[config.mk]
export PLATFORM = sky130hd
export DESIGN_NAME = front_pipe_regs
export DESIGN_NICKNAME = d
export VERILOG_FILES = /design/src/rtl/front_pipe_regs.sv
export SDC_FILE = /design/constraint.sdc
export NUM_CORES = 1
export LEC_CHECK = 0
export ABC_AREA = 1
export CAP_MARGIN = 20
export CORE_AREA = 2 2 245 247
export CTS_BUF_LIST = sky130_fd_sc_hd__clkbuf_16
export CTS_CLUSTER_DIAMETER = 150
export DETAILED_ROUTE_END_ITERATION = 12
export DIE_AREA = 0 0 247 249
export DONT_BUFFER_PORTS = 1
export GPL_ROUTABILITY_DRIVEN = 0
export GPL_TIMING_DRIVEN = 0
export MAX_ROUTING_LAYER = met4
export PLACE_DENSITY = 0.37
export SLEW_MARGIN = 20
export SYNTH_ARGS = -nofsm -noshare
export SYNTH_HDL_FRONTEND = slang
export SYNTH_SLANG_ARGS = --single-unit
[constraint.sdc]
create_clock -name clk -period 2.1 [get_ports clk]
set_clock_uncertainty 0.05 [all_clocks]
set_input_delay 0.105 -clock clk [delete_from_list [all_inputs] [get_ports clk]]
set_output_delay 0.105 -clock clk [all_outputs]
set_load 0.02 [all_outputs]
[src/rtl/front_pipe_regs.sv]
// Front-end pipeline register bank for the 5-stage RV32I core: PC (F), IF/ID (D) and ID/EX (E),
// with NOP/bubble insertion, per-stage valid bits and saturating stall/flush event counters.
module front_pipe_regs #(
    parameter logic [31:0] RESET_PC = 32'h0000_0000,
    parameter int          CTRL_W   = 12,
    parameter int          CNT_W    = 32
) (
    input  logic              clk,
    input  logic              reset,

    input  logic              StallF,
    input  logic              StallD,
    input  logic              FlushD,
    input  logic              FlushE,

    input  logic [31:0]       PCNextF,
    input  logic [31:0]       InstrF,
    input  logic [31:0]       PCPlus4F,
    output logic [31:0]       PCF,

    output logic [31:0]       InstrD,
    output logic [31:0]       PCD,
    output logic [31:0]       PCPlus4D,
    output logic              ValidD,

    input  logic [CTRL_W-1:0] CtrlD,
    input  logic [31:0]       RD1D,
    input  logic [31:0]       RD2D,
    input  logic [31:0]       ImmExtD,
    input  logic [31:0]       PCD_in,
    input  logic [4:0]        Rs1D,
    input  logic [4:0]        Rs2D,
    input  logic [4:0]        RdD,

    output logic [CTRL_W-1:0] CtrlE,
    output logic [31:0]       RD1E,
    output logic [31:0]       RD2E,
    output logic [31:0]       ImmExtE,
    output logic [31:0]       PCE,
    output logic [31:0]       PCPlus4E,
    output logic [4:0]        Rs1E,
    output logic [4:0]        Rs2E,
    output logic [4:0]        RdE,
    output logic              ValidE,

    output logic [CNT_W-1:0]  StallCount,
    output logic [CNT_W-1:0]  FlushCount
);

    localparam logic [31:0] NOP_INSTR = 32'h0000_0013;

    function automatic logic [CNT_W-1:0] satInc(input logic [CNT_W-1:0] value);
        return (&value) ? value : value + CNT_W'(1);
    endfunction

    always_ff @(posedge clk) begin
        if (reset) begin
            PCF <= RESET_PC;
        end else if (!StallF) begin
            PCF <= PCNextF;
        end
    end

    // Flush beats stall so a squashed instruction can never be held in D.
    always_ff @(posedge clk) begin
        if (reset || FlushD) begin
            InstrD   <= NOP_INSTR;
            PCD      <= 32'h0;
            PCPlus4D <= 32'h0;
            ValidD   <= 1'b0;
        end else if (!StallD) begin
            InstrD   <= InstrF;
            PCD      <= PCF;
            PCPlus4D <= PCPlus4F;
            ValidD   <= 1'b1;
        end
    end

    // A bubble zeroes the register indices too, so forwarding never matches on it.
    always_ff @(posedge clk) begin
        if (reset || FlushE) begin
            CtrlE    <= '0;
            RD1E     <= 32'h0;
            RD2E     <= 32'h0;
            ImmExtE  <= 32'h0;
            PCE      <= 32'h0;
            PCPlus4E <= 32'h0;
            Rs1E     <= 5'h0;
            Rs2E     <= 5'h0;
            RdE      <= 5'h0;
            ValidE   <= 1'b0;
        end else begin
            CtrlE    <= CtrlD;
            RD1E     <= RD1D;
            RD2E     <= RD2D;
            ImmExtE  <= ImmExtD;
            PCE      <= PCD_in;
            PCPlus4E <= PCPlus4D;
            Rs1E     <= Rs1D;
            Rs2E     <= Rs2D;
            RdE      <= RdD;
            ValidE   <= ValidD;
        end
    end

    always_ff @(posedge clk) begin
        if (reset) begin
            StallCount <= '0;
            FlushCount <= '0;
        end else begin
            if (StallF) begin
                StallCount <= satInc(StallCount);
            end
            if (FlushD) begin
                FlushCount <= satInc(FlushCount);
            end
        end
    end

endmodule
; Word level (Yosys, flattened, before mapping)
; Index checks and enable logic that the tools add are counted.
[word_totals]
register_bits = 381
latch_bits = 0
ram_bits = 0
rom_bits = 0
inputBits = 257
out_inout_bits = 381
word_cells = 27
n_memories = 0
[op_classes]
add_sub_neg = 2
mul = 0
div_mod_pow = 0
order_cmp = 0
n_eq_ne = 0
shift = 0
mux = 0
bitwise = 2
reduce_logical = 6
[ops]
columns = cell, count
row1 = $add 32x1->32 const B, 2
row2 = $reduce_and 32->1, 2
row3 = $reduce_and 2->1, 2
row4 = $logic_or 1x1->1, 2
row5 = $not 1->1, 2

; Longest topological paths before layout
[depth]
depth_word = 3
mapped_depth = 11
mapped_depth_nobuf = 10

; Worst setup path after synthesis
; Ideal clock, no wire load.
[synth_path]
path_kind = flip-flop to flip-flop
from = register FlushCount[0]
to = register FlushCount[13]
setup_ps = 115
t_arrival_ps = 1631
t_required_ps = 1935
path_slack_ps = 304
stages_incl_launch_ff = 10
n_path_buf = 1
synth_period_minus_slack_ps = 1796
cell_sequence = dfxtp_1 > ha_1 > nand3_1 > inv_1 > nand2_1 > nor2_4 > nand3_2 > buf_6 > a21oi_1 > nor2_1
[synth_via]
elab_chain_cells = 3
word_cells_on_any_way = 4
cone_classes = add/sub (1) / bitwise (1) / reduce/logical (2)
[synth_lines]
columns = item, line_no
row1 = "start, declared", 47  ; output logic [CNT_W-1:0] FlushCount
row2 = "start signal, assigned", 115  ; FlushCount <= satInc(FlushCount);
row3 = "parallel branches: the longest is 3 deep, another holds $add 32x1->32", -
; Parallel ways; which one is timed is not known.
; A chain may end at the register's enable or synchronous reset.

; Final worst setup path
[layout_path]
from = register StallCount[9]
to = register StallCount[11]
[layout_via]
elab_chain_cells = 3
word_cells_on_any_way = 4
cone_classes = add/sub (1) / bitwise (1) / reduce/logical (2)
[layout_lines]
columns = item, line_no
row1 = "start, declared", 46  ; output logic [CNT_W-1:0] StallCount,
row2 = "start signal, assigned", 112  ; StallCount <= satInc(StallCount);
row3 = "parallel branches: the longest is 3 deep, another holds $add 32x1->32", -
; Parallel ways; which one is timed is not known.

==> metrics.cfg <==
[run_status]
outcome=complete, no violations

[logic_synthesis]
synth_cell_type_count=27
synth-main-ff-cell=dfxtp_1
netlist_top_cells_area=dfxtp_1, nor2_1, nand2_1
yosysWarnings=0
ys_seq_area_share_pct=56.5
syn-cell-area_um2=13500
syn-num-nets=2015
synth_top_area_share_pct=56.5
syn_inst=1756
async_flop_share_pct=0
synth_most_common_cell=nor2_1
ys_ff_latch=381
ys_top_cells_by_count=nor2_1, dfxtp_1, nand2_1
avgSynthCellArea_um2=7.68
synth_edf_count=0
synth_area_leader_cell=dfxtp_1

[critical_path]
slowest_stage=dfxtp_1
crit_buf_inv=2
cp_data_required_time_ns=2.49
endpoint_kind=flop
cpMostUsedCell=nor2_1
max_stage_delay_ns=0.55
crit_type=reg -> reg
worstPathMaxFanout=10
worst_ep_arrival_time_ns=2.35
cp-start-kind=flop
path_cells=nand2_1 -> nor2_4 -> nand2_2 -> nor2_1 -> nand3_1 -> buf_6 -> buf_2 -> a21oi_1 -> nor2_1
crit_family=simple AND/OR/NAND/NOR gates

[finish]
ff_latch_area_um2=7670
fin_util_pct=31.7
syn_to_final_growth_pct=37.9
drive_gt1_share_pct=7.21
final_nets=2337
multi_input_area_um2=4530
nFillCells=6229

[sta]
drv_slew=0
finalCritPeriodShare_pct=93.0
rsz0062_at_grt=no
finalSetupTns_ns=0
tightest_slew_ns=0.861
slew_headroom_pct=42.6
max_freq_mhz=512
period_minus_slack_ns=1.95
finalSetupViolations=0
hold_viol=0

[grt]
grt_max_degree=13
grt_pass1_wl_um=80300
grt_overflow_total=0
antenna_found_initial=3
grt_pass1_vias=12600
grtUsageTotal_pct=17.9

[place]
io_buffers=0
hpwl_um=42200

[detailed_routing]
wire_per_inst_um=19.4
post_drt_via_cell_ratio=4.24
drc=0
drt-total-wl_um=56000
drt_iter0_drc=413
via_count=12200
ant_nets=0
dr.pass1.iters=5

[cts]
numCtsBuffers=44
post_cts_buffers=0
path_clk_slew_ns=0.06
clk_latency_ns=0.56
cts_buffer_depth=3
clock_sink_count=381
cts_root_buf=clkbuf_16
cts_tree=yes
htree_levels=2

[power]
vdd_drop_max_mv=0.670
p_leak_nw=7.83
power_mw=16.3
p_per_area_nw_per_um2=878

[floorplanning]
initial_core_util_pct=23.0
dieArea_um2=61500
ioPinCount=638
core_um2=58700
row_count=89
die_y_um=249
die_w_um=247

[hold_path]
hp-class=in -> reg

[flow_run]
maxCapViolCount=0

## stage by stage
| step | std cells | instance area, um^2 | setup WS (ns) | hold WS [ns] |
|---|---|---|---|---|
| 6_report | 2886 | 18600 | 0.146 | 0.0459 |
| 5_1_grt | 2885 | 18600 | 0.00107 | 0.0543 |
| 4_1_cts | 2882 | 18500 | 0.00650 | 0.00399 |
| 3_5_place_dp | 2529 | 14500 | -0.104 | 0.129 |
| 3_3_place_gp | 2529 | 14500 | -0.105 | 0.128 |
| 2_1_floorplan | 1756 | 13500 | 0.304 | 0.124 |
## repair_timing
| action | 4_1_cts | 5_1_grt |
|---|---|---|
| pin swaps | 0 | 0 |
| cloned | 0 | 0 |
| endpoints found under the setup margin | 15 | 36 |
| hold endpoints to repair | 266 | 0 |
| gates resized for setup | 3 | 29 |
| hold buffers | 276 | 0 |
## kinds of logic after synthesis
group / after synthesis / share of synthesized area [%]
XOR/XNOR: 3 / 0.195
buffers and inverters: 331 / 9.97
adder cells (fa/ha/maj): 2 / 0.185
flip-flops: 381 / 56.5
AO/OA/AOI/OAI: 209 / 7.94
AND/OR/NAND/NOR: 830 / 25.2
## where the power goes
group	switching [mW]	leakage, nW	internal, mW	total (mW)
sequential	0.512	3.13	7.47	7.99
combinational	0.567	4.02	0.525	1.09
clock	3.14	0.688	4.11	7.25
## layer usage
metal	global-route usage, %	part of all wire, %	vias up
met5	-	0	-
met4	5.01	2.4	0
met3	5.80	8.7	64
met2	31.0	49	435
met1	19.6	40	5714
li1	-	-	6023
## tightest hold or removal path, stage by stage
cell and delay (ns):
clkbuf_1 0.23, o21ai_0 0.22, nor2_1 0.05
## layout by cell type (no fill, tap or decap), drive strengths merged
master and n:
a211oi 10, a21oi 142, buf 38, bufinv 2, clkbuf 86, clkinv 19, dfxtp 381, diode 4
dlygate4sd3 276, ha 2, inv 263, nand2 302, nand3 78, nand3b 1, nand4 15, nor2 423
nor3 9, o21ai 57, or2 2, xnor2 1, xor2 2
## registers in the layout, summed over array words and instances (netlist names), 5 cells and up
name        cells
CtrlE          12
FlushCount     32
ImmExtE        32
InstrD         32
PCD            32
PCE            32
PCF            32
PCPlus4D       32
PCPlus4E       32
RD1E           32
RD2E           32
RdE             5
Rs1E            5
Rs2E            5
StallCount     32
## final timing paths
| kind | slack, ns | cells after the start | endpoint | start |
|---|---|---|---|---|
| worst max-delay path | 0.15 | 9 | StallCount[11] | StallCount[9] |
| worst min-delay path | 0.05 | 3 | PCF[21] | StallF |
| worst max register to register | 0.15 | 9 | StallCount[11] | StallCount[9] |
| worst min register to register | 0.48 | 2 | StallCount[1] | StallCount[1] |
## layout make-up
type                       instances  area share [%]
buffer                            79            2.15
sequential                       381            41.2
tap                              773            5.20
antenna                            4          0.0538
timing repair buffer             276            14.8
inverter                         252            5.08
clock inverter                    32            1.06
clock buffer                      45            6.05
multi-input combinational       1044            24.3
Power figures use the tool's default switching activity.
